==> src/rtl/rgmii_tx_mac_if.sv <==
// RGMII transmit front end: MAC byte stream to registered rising/falling ODDR pairs,
// 1G byte or 10/100 nibble mode, IPG enforcement, TX_ER on underrun. Optional pad: RGMII_TX_PAD_EN.
module rgmii_tx_mac_if #(
    parameter int IPG_BYTES       = 12,
    parameter int MIN_FRAME_BYTES = 60,
    parameter int CNT_W           = 16
) (
    input  logic             gmii_tx_clk,
    input  logic             rst_n,
    input  logic             speed_1g,
    input  logic [7:0]       tx_data,
    input  logic             tx_valid,
    input  logic             tx_last,
    output logic             tx_ready,
    output logic [3:0]       txd_r,
    output logic [3:0]       txd_f,
    output logic             ctl_r,
    output logic             ctl_f,
    output logic             tx_busy,
    output logic             underrun,
    output logic [CNT_W-1:0] frame_cnt
);

    if (IPG_BYTES < 1 || IPG_BYTES > 255) begin : g_bad_ipg
        $error("IPG_BYTES out of range 1..255");
    end
    if (MIN_FRAME_BYTES < 1 || MIN_FRAME_BYTES > 255) begin : g_bad_min
        $error("MIN_FRAME_BYTES out of range 1..255");
    end

    // IDLE supplies the final idle byte-time, so IPG itself runs one byte-time short.
    localparam logic [8:0]       IPG_1G = 9'(IPG_BYTES - 1);
    localparam logic [8:0]       IPG_NB = 9'(2 * IPG_BYTES - 1);
    localparam logic [CNT_W-1:0] ONE    = 1;
`ifdef RGMII_TX_PAD_EN
    localparam logic [7:0]       MIN_LEN = 8'(MIN_FRAME_BYTES);
`endif

    typedef enum logic [2:0] {
        S_IDLE = 3'd0,
        S_DATA = 3'd1,
        S_IPG  = 3'd2,
        S_DROP = 3'd3
`ifdef RGMII_TX_PAD_EN
        , S_PAD = 3'd4
`endif
    } state_t;

    state_t           state_q, state_d;
    logic             mode_q, mode_d, phase_q, phase_d, last_q, last_d, hold_q, hold_d;
    logic [7:0]       byte_q, byte_d, len_q, len_d;
    logic [8:0]       ipg_q, ipg_d;
    logic [3:0]       txd_r_q, txd_r_d, txd_f_q, txd_f_d;
    logic             ctl_r_q, ctl_r_d, ctl_f_q, ctl_f_d, urun_q, urun_d;
    logic             rdy_q, rdy_d, busy_q;
    logic [CNT_W-1:0] fcnt_q, fcnt_d;

    logic       accept, slot, load_byte, end_frame, to_ipg;
    logic [7:0] len_inc;
    logic [8:0] ipg_load;

    assign accept   = tx_valid && rdy_q;
    // slot = cycle in which a byte boundary falls: every 1G cycle, nibble phase 1
    assign slot     = mode_q | phase_q;
    assign len_inc  = (len_q == 8'hFF) ? len_q : len_q + 8'd1;
    assign ipg_load = mode_q ? IPG_1G : IPG_NB;

    always_comb begin
        state_d   = state_q;
        mode_d    = mode_q;
        phase_d   = phase_q;
        last_d    = last_q;
        byte_d    = byte_q;
        len_d     = len_q;
        ipg_d     = ipg_q;
        hold_d    = 1'b0;
        fcnt_d    = fcnt_q;
        txd_r_d   = '0;
        txd_f_d   = '0;
        ctl_r_d   = 1'b0;
        ctl_f_d   = 1'b0;
        urun_d    = 1'b0;
        load_byte = 1'b0;
        end_frame = 1'b0;
        to_ipg    = 1'b0;
        case (state_q)
            S_IDLE: if (accept) begin
                mode_d    = speed_1g;
                len_d     = 8'd1;
                load_byte = 1'b1;
                state_d   = S_DATA;
            end
            S_DATA: begin
                if (!slot) begin
                    phase_d = 1'b1;
                    txd_r_d = byte_q[7:4];
                    txd_f_d = byte_q[7:4];
                    ctl_r_d = 1'b1;
                    ctl_f_d = 1'b1;
                end else if (last_q) begin
`ifdef RGMII_TX_PAD_EN
                    if (len_q < MIN_LEN) begin
                        state_d = S_PAD;
                        phase_d = 1'b0;
                        len_d   = len_inc;
                        ctl_r_d = 1'b1;
                        ctl_f_d = 1'b1;
                    end else
`endif
                    end_frame = 1'b1;
                end else if (accept) begin
                    load_byte = 1'b1;
                    len_d     = len_inc;
                end else begin
                    // underrun: one TX_ER byte-time, then discard the rest of the frame
                    urun_d  = 1'b1;
                    ctl_r_d = 1'b1;
                    hold_d  = ~mode_q;
                    state_d = S_DROP;
                end
            end
`ifdef RGMII_TX_PAD_EN
            S_PAD: begin
                if (!slot) begin
                    phase_d = 1'b1;
                    ctl_r_d = 1'b1;
                    ctl_f_d = 1'b1;
                end else if (len_q >= MIN_LEN) begin
                    end_frame = 1'b1;
                end else begin
                    phase_d = 1'b0;
                    len_d   = len_inc;
                    ctl_r_d = 1'b1;
                    ctl_f_d = 1'b1;
                end
            end
`endif
            S_IPG: begin
                if (ipg_q <= 9'd1) begin
                    state_d = S_IDLE;
                    ipg_d   = '0;
                end else begin
                    ipg_d = ipg_q - 9'd1;
                end
            end
            S_DROP: begin
                ctl_r_d = hold_q;
                if (accept && tx_last) to_ipg = 1'b1;
            end
            default: state_d = S_IDLE;
        endcase

        if (load_byte) begin
            byte_d  = tx_data;
            last_d  = tx_last;
            phase_d = 1'b0;
            txd_r_d = tx_data[3:0];
            txd_f_d = mode_d ? tx_data[7:4] : tx_data[3:0];
            ctl_r_d = 1'b1;
            ctl_f_d = 1'b1;
        end
        if (end_frame) begin
            fcnt_d = fcnt_q + ONE;
            to_ipg = 1'b1;
        end
        if (to_ipg) begin
            state_d = (ipg_load == 9'd0) ? S_IDLE : S_IPG;
            ipg_d   = ipg_load;
        end

        case (state_d)
            S_IDLE:  rdy_d = 1'b1;
            S_DATA:  rdy_d = (mode_d | phase_d) && !last_d;
            S_DROP:  rdy_d = 1'b1;
            default: rdy_d = 1'b0;
        endcase
    end

    always_ff @(posedge gmii_tx_clk or negedge rst_n) begin
        if (!rst_n) begin
            state_q <= S_IDLE;
            mode_q  <= 1'b0;
            phase_q <= 1'b0;
            last_q  <= 1'b0;
            hold_q  <= 1'b0;
            byte_q  <= '0;
            len_q   <= '0;
            ipg_q   <= '0;
            txd_r_q <= '0;
            txd_f_q <= '0;
            ctl_r_q <= 1'b0;
            ctl_f_q <= 1'b0;
            urun_q  <= 1'b0;
            rdy_q   <= 1'b0;
            busy_q  <= 1'b0;
            fcnt_q  <= '0;
        end else begin
            state_q <= state_d;
            mode_q  <= mode_d;
            phase_q <= phase_d;
            last_q  <= last_d;
            hold_q  <= hold_d;
            byte_q  <= byte_d;
            len_q   <= len_d;
            ipg_q   <= ipg_d;
            txd_r_q <= txd_r_d;
            txd_f_q <= txd_f_d;
            ctl_r_q <= ctl_r_d;
            ctl_f_q <= ctl_f_d;
            urun_q  <= urun_d;
            rdy_q   <= rdy_d;
            busy_q  <= (state_d != S_IDLE);
            fcnt_q  <= fcnt_d;
        end
    end

    assign tx_ready  = rdy_q;
    assign txd_r     = txd_r_q;
    assign txd_f     = txd_f_q;
    assign ctl_r     = ctl_r_q;
    assign ctl_f     = ctl_f_q;
    assign tx_busy   = busy_q;
    assign underrun  = urun_q;
    assign frame_cnt = fcnt_q;

endmodule

==> config.mk <==
export PLATFORM = sky130hd
export DESIGN_NAME = rgmii_tx_mac_if
export DESIGN_NICKNAME = d
export VERILOG_FILES = /design/src/rtl/rgmii_tx_mac_if.sv
export SDC_FILE = /design/constraint.sdc
export NUM_CORES = 1
export LEC_CHECK = 0
export CAP_MARGIN = 15
export CELL_PAD_IN_SITES_DETAIL_PLACEMENT = 0
export CELL_PAD_IN_SITES_GLOBAL_PLACEMENT = 1
export CORE_MARGIN = 3
export CORE_UTILIZATION = 53
export CTS_CLUSTER_SIZE = 12
export DETAILED_ROUTE_END_ITERATION = 10
export DONT_BUFFER_PORTS = 1
export MAX_ROUTING_LAYER = met4
export PLACE_DENSITY_LB_ADDON = 0.1
export RECOVER_POWER = 100
export SYNTH_ARGS = -nofsm -noshare
export SYNTH_HDL_FRONTEND = slang
export SYNTH_SLANG_ARGS = --single-unit
==> constraint.sdc <==
create_clock -name gmii_tx_clk -period 2.6 [get_ports gmii_tx_clk]
set_input_delay 0.39 -clock gmii_tx_clk [delete_from_list [all_inputs] [get_ports gmii_tx_clk]]
set_output_delay 0.39 -clock gmii_tx_clk [all_outputs]
set_load 0.01 [all_outputs]
## Word-level counts from Yosys, hierarchy flattened

Cells that the tools add are included.

- Add/sub/neg operators: 2
- Multiply operators: 0
- Div/mod/pow operators: 0
- $lt $le $gt $ge: 1
- Eq/ne operators: 5
- Shift operators: 0
- Muxes and demuxes: 48
- Bitwise logic cells: 3
- Reductions and logical operators: 10

Operators with widths:

| cell | number |
|---|---|
| $mux 1 | 28 |
| $mux 9 | 3 |
| $mux 4 | 5 |
| $mux 3 | 6 |
| $add 16x1->16 const B | 1 |
| $pmux 3 s4 | 1 |
| $eq 3x2->1 const B | 3 |
| $le 9x1->1 const B | 1 |
| $logic_not 9->1 | 1 |
| $sub 9x1->9 const B | 1 |
| $eq 3x1->1 const B | 2 |
| $logic_not 3->1 | 2 |
| $pmux 1 s2 | 3 |
| $mux 5 | 1 |
| $logic_and 1x1->1 | 3 |
| $reduce_bool 3->1 | 1 |
| $mux 2 | 1 |
| $or 1x1->1 | 2 |
| $reduce_bool 2->1 | 1 |
| $reduce_or 2->1 | 1 |
| $logic_not 1->1 | 1 |
| $not 1->1 | 1 |

- Flip-flop bits (word level): 53
- Latch bits: 0
- Memory bits (writable): 0
- Bits in read-only memories: 0
- Bits of input ports: 13
- Logic and storage cells: 84
- Memories kept: 0

## Longest topological paths before layout

- Depth in word-level cells: 9
- Gate-level depth with buffers: 6
- Gate-level depth less buffers: 6

## Least setup slack after synthesis

OpenSTA, ideal clock, no wires.

- Kind: reg-to-reg
- Start point: register ipg_q[0]
- End point: register ipg_q[6]
- Setup time: 122 ps
- Data arrival time: 1558 ps
- Required time: 2478 ps
- Setup slack: 920 ps
- Cell stages (with the launch flop): 7
- Path buffers: 0
- Cells stage by stage: dfrtp_1 -> inv_1 -> ha_1 -> or4b_4 -> nor2_1 -> o21ai_1 -> a32o_1

- Longest elaborated chain between the ends: 4
- Elaborated cells on any way between the ends: 5
- Classes of those cells: add/sub: 1; order compare: 1; mux: 3

RTL lines:

| item | RTL line | text |
|---|---|---|
| start: declaration | 52 | `logic [8:0] ipg_q, ipg_d;` |
| start signal: assignment | 205 | `ipg_q <= ipg_d;` |
| $sub 9x1->9 or $le 9x1->1 (tied branches) | 143, 139 |  |
| $mux 9 * | 139 | `if (ipg_q <= 9'd1) begin` |
| $mux 9 * | 86 | `case (state_q)` |
| $mux 9 * | 166 | `if (to_ipg) begin` |

Mark *: on every way between the ends. The rest lies on a longest branch, timed or not. The select of a mux whose other input is x is not followed.
A chain may end at the register's enable or synchronous reset.

## Final worst setup path

- Start point: register mode_q
- End point: register byte_q[5]

- Longest elaborated chain between the ends: 3

RTL lines:

| item | RTL line | text |
|---|---|---|
| start: declaration | 50 | `logic mode_q, mode_d, phase_q, phase_d, last_q, last_d, hold_q, hold_d;` |
| start signal: assignment | 199 | `mode_q <= mode_d;` |
| $or 1x1->1 | 64 | `assign slot = mode_q \| phase_q;` |
| $mux 1 | 94 | `if (!slot) begin` |
| $pmux 1 s2 | 86 |  |
| end signal: assignment | 203 | `byte_q <= byte_d;` |
| end: declaration | 51 | `logic [7:0] byte_q, byte_d, len_q, len_d;` |

No other way between the ends.

==> reports/qor.csv <==
stage,metric,value,unit
power,Pint,1.56,mW
detailed_routing,Final Routed Wirelength,5080,µm
hold_path,hold endpoint,txd_r[1]$_DFF_PN0_,
detailed_routing,first-pass detailed-route iteration total,4,
cts,clock-pin slew on the worst setup and hold paths,0.09,ns
detailed_routing,Routed WL per cell,17.2,µm
cts,Skew-Pair Late Insertion Delay,0.30,ns
yosys,Mapped Area,2540,µm²
sta,final hold vios,0,
cts,CTS resizes,0,
worst_setup_path,max incr delay on CP,0.81,ns
worst_setup_path,crit path DAT,2.31,ns
global_route,global-route wire length before repair,8610,µm
die,DIE HEIGHT,75.3,µm
worst_setup_path,reg-to-reg endpoint,byte_q[5]$_DFFE_PN0P_,
worst_setup_path,crit-path cells,"o21bai_1, a21oi_1, mux2_2",
power,sequential power share,51.4,%
die,core area,4500,µm²
worst_setup_path,"Buf+Inv Stages, Crit Path",0,
detailed_routing,DR vias,1778,
detailed_routing,Final ANT Viol Nets,0,
yosys,Mean Syn Cell Area,10.5,µm²
cts,Num CTS Buffers,5,
cts,root buffer cell,clkbuf_8,
yosys,register area share after synthesis,48.2,%
yosys,Post-synth EDFFs,0,
detailed_routing,DRT iter0 DRCs,170,
global_route,vias in the first global route,1774,
cts,Max clock buf depth,2,
worst_setup_path,Critical Path Slowest Stage Cell,a21oi_1,
placed_design,placed cell area,2550,µm²
yosys,area share of the largest cell type after synthesis,48.2,%
detailed_routing,vias per inst,6.03,
yosys,Cells after Synth,243,
sta,final worst-path cycle share,81.6,%
cts,Clock Sinks,49,
power,Gate power share,27.4,%
global_route,initial antenna violation count,0,
placed_design,DPL Wire Length,3650,µm
die,die area,5660,µm²
placed_design,Post-Place Setup Slack,0.609,ns
final_layout,NumNets Final,259,
final_layout,ratio of cells with drive above 1 in the final layout,7.00,%
sta,setup_tns,0,ns
global_route,largest net degree at the start of global routing,50,
die,boundary pin count,42,
yosys,Async SR Flop Fraction,100,%
worst_setup_path,crit start category,flip-flop,
die,die width,75.3,µm
cts,CTS tree,built,
yosys,#FFs+latches synth,49,
yosys,Post-synth top flop,dfrtp_1,
worst_setup_path,CP Launch Point,mode_q$_DFF_PN0_,
yosys,Synth cell types,64,
final_layout,most frequent cells in the layout,"49 x dfrtp_1, 32 x nand2_1, 17 x nor2_1, 11 x nor3_1",
worst_setup_path,"CP delay by family, top",compound AO/OA/AOI/OAI gates,
power,Net Sw Power,0.883,mW
worst_setup_path,CP endpoint kind,flip-flop,
power,Clock Power Share,21.1,%
worst_setup_path,Critical Path Fanout Max,16,
worst_setup_path,R2R cell count,3,
job,Max-Cap Viols,0,
final_layout,"most common cell after layout, fill and taps aside",dfrtp_1,
cts,hold_buf cts,2,
power,Pleak,1.21,nW
sta,Period minus WS final,2.12,ns
sta,relative slew slack,22.0,%
yosys,Synth Warn #,0,
detailed_routing,DR DRC count,0,
sta,fmax,0.471,GHz
sta,Tightest Pin Transition,1.17,ns
final_layout,Final Instance Area,2610,µm²
sta,final setup fails,0,
die,cell row count,24,
global_route,grt ovf,0,
cts,CTS H-tree lvls,2,
yosys,Syn Nets,259,
hold_path,worst min path class,in2reg,
yosys,Synth area leader,dfrtp_1,
run_status,outcome,"finished, final reports clean",
placed_design,Port-buffer cells,0,
power,sw frac,36.1,%
global_route,GRT Total Usage,20.7,%
sta,Final Max Slew Viols,0,
yosys,Area contributors post-synth,"dfrtp_1 48%, nand2_1 4.7%, xor2_1 3.1%",
sta,Final Skew,0.00605,ns
sta,Final WS setup,0.478,ns
power,peak supply drop,0.000418,V
final_layout,antenna cells,0,
die,Starting Density,56.4,%
cts,post-CTS setup buffers,0,
final_layout,P&R area growth vs syn,2.46,%
worst_setup_path,RR Startpoint,mode_q$_DFF_PN0_,
worst_setup_path,critical path required time,2.78,ns
placed_design,gpl congestion,0.901,
power,pwr dens,939,nW/µm²
hold_path,Hold Path Stages,2,
hold_path,min-delay src,tx_data[1],
worst_setup_path,Setup CP Type,reg2reg,
worst_setup_path,FF-to-FF setup slack,0.48,ns
sta,RSZ-0062 raised after global routing,false,
final_layout,Fill cells,396,
-- registers in the layout (all words and copies together), names as in the netlist, 3 cells and up --
signal and count:
txd_r 4, ipg_q 9, state_q 3, frame_cnt 16, txd_f 4, byte_q 4
-- worst reg2reg max path: cells and delay by family, from the launching register on --
kind | cells | cell delay [ns]
AOI/OAI and AO/OA | 2 | 0.95
DFF | 1 | 0.64
muxes | 1 | 0.42
-- worst max-delay path by stage --
| stage | end | slack (ns) | cells past startpoint |
|---|---|---|---|
| floorplan | ipg_q[6]$_DFFE_PN0P_ | 0.92 | 6 |
| global placement | tx_ready$_DFF_PN0_ | 0.63 | 4 |
| finish | byte_q[5]$_DFFE_PN0P_ | 0.48 | 3 |
| global route | byte_q[5]$_DFFE_PN0P_ | 0.26 | 3 |
| detailed placement | tx_ready$_DFF_PN0_ | 0.61 | 4 |
| CTS | tx_ready$_DFF_PN0_ | 0.59 | 4 |
-- Yosys cell counts, types with 3 or more instances --
cell / n
o31ai_1: 4
nor2_1: 17
nand4_1: 7
nand3_1: 5
mux2_2: 4
ha_1: 3
a21oi_1: 5
xnor2_1: 7
nor3_2: 3
dfrtp_1: 49
a211oi_1: 4
o21ai_0: 5
nand2_1: 32
nand2b_1: 9
xor2_1: 9
and3_1: 3
inv_1: 9
buf_2: 4
nor3_1: 8
a2bb2oi_1: 4
-- stage by stage --
step | std cells | utilization [%] | hold slack, ns | power [mW]
2_1_floorplan | 243 | - | 0.0944 | 1.85
3_3_place_gp | 286 | 56.7 | 0.0955 | 1.94
3_5_place_dp | 286 | 56.7 | 0.0955 | 1.98
4_1_cts | 295 | 59.8 | 0.202 | 2.52
5_1_grt | 295 | 57.8 | 0.199 | 2.64
6_report | 295 | 57.8 | 0.209 | 2.45
-- layer usage --
layer  vias up  GRT usage (%)  part of all wire, %
met5         -              -                    0
met4         0           7.18                  1.3
met3         7           5.07                  6.4
met2        52           30.7                   48
met1       857           27.8                   44
li1        862              -                    -
-- logic make-up after synthesis --
family / share of synthesized area (%)
other: 0.147
multiplexers: 3.44
XOR/XNOR: 5.51
buffers and inverters: 3.74
AND/OR/NAND/NOR: 23.6
adder cells (fa/ha/maj): 1.48
AO/OA/AOI/OAI: 13.8
flip-flops: 48.2
-- power groups by stage --
| stage | Sequential [mW] | Combinational (mW) | Clock, mW |
|---|---|---|---|
| after global placement | 1.28 | 0.664 | 0 |
| final | 1.26 | 0.671 | 0.517 |
| after CTS | 1.27 | 0.717 | 0.532 |
| after global routing | 1.30 | 0.767 | 0.570 |
| after floorplan | 1.17 | 0.672 | 0 |
| after detailed placement | 1.29 | 0.694 | 0 |
-- layout make-up --
class / count / area, µm² / area share [%]
clock inverters: 2 / 35.0 / 1.34
inverters: 9 / 33.8 / 1.30
flip-flops and latches: 49 / 1230 / 47.1
multi-input cells: 175 / 1160 / 44.4
clock buffers: 5 / 68.8 / 2.64
repair buffers: 3 / 18.8 / 0.720
well taps: 52 / 65.1 / 2.50
(Power assumes the default switching activity.)
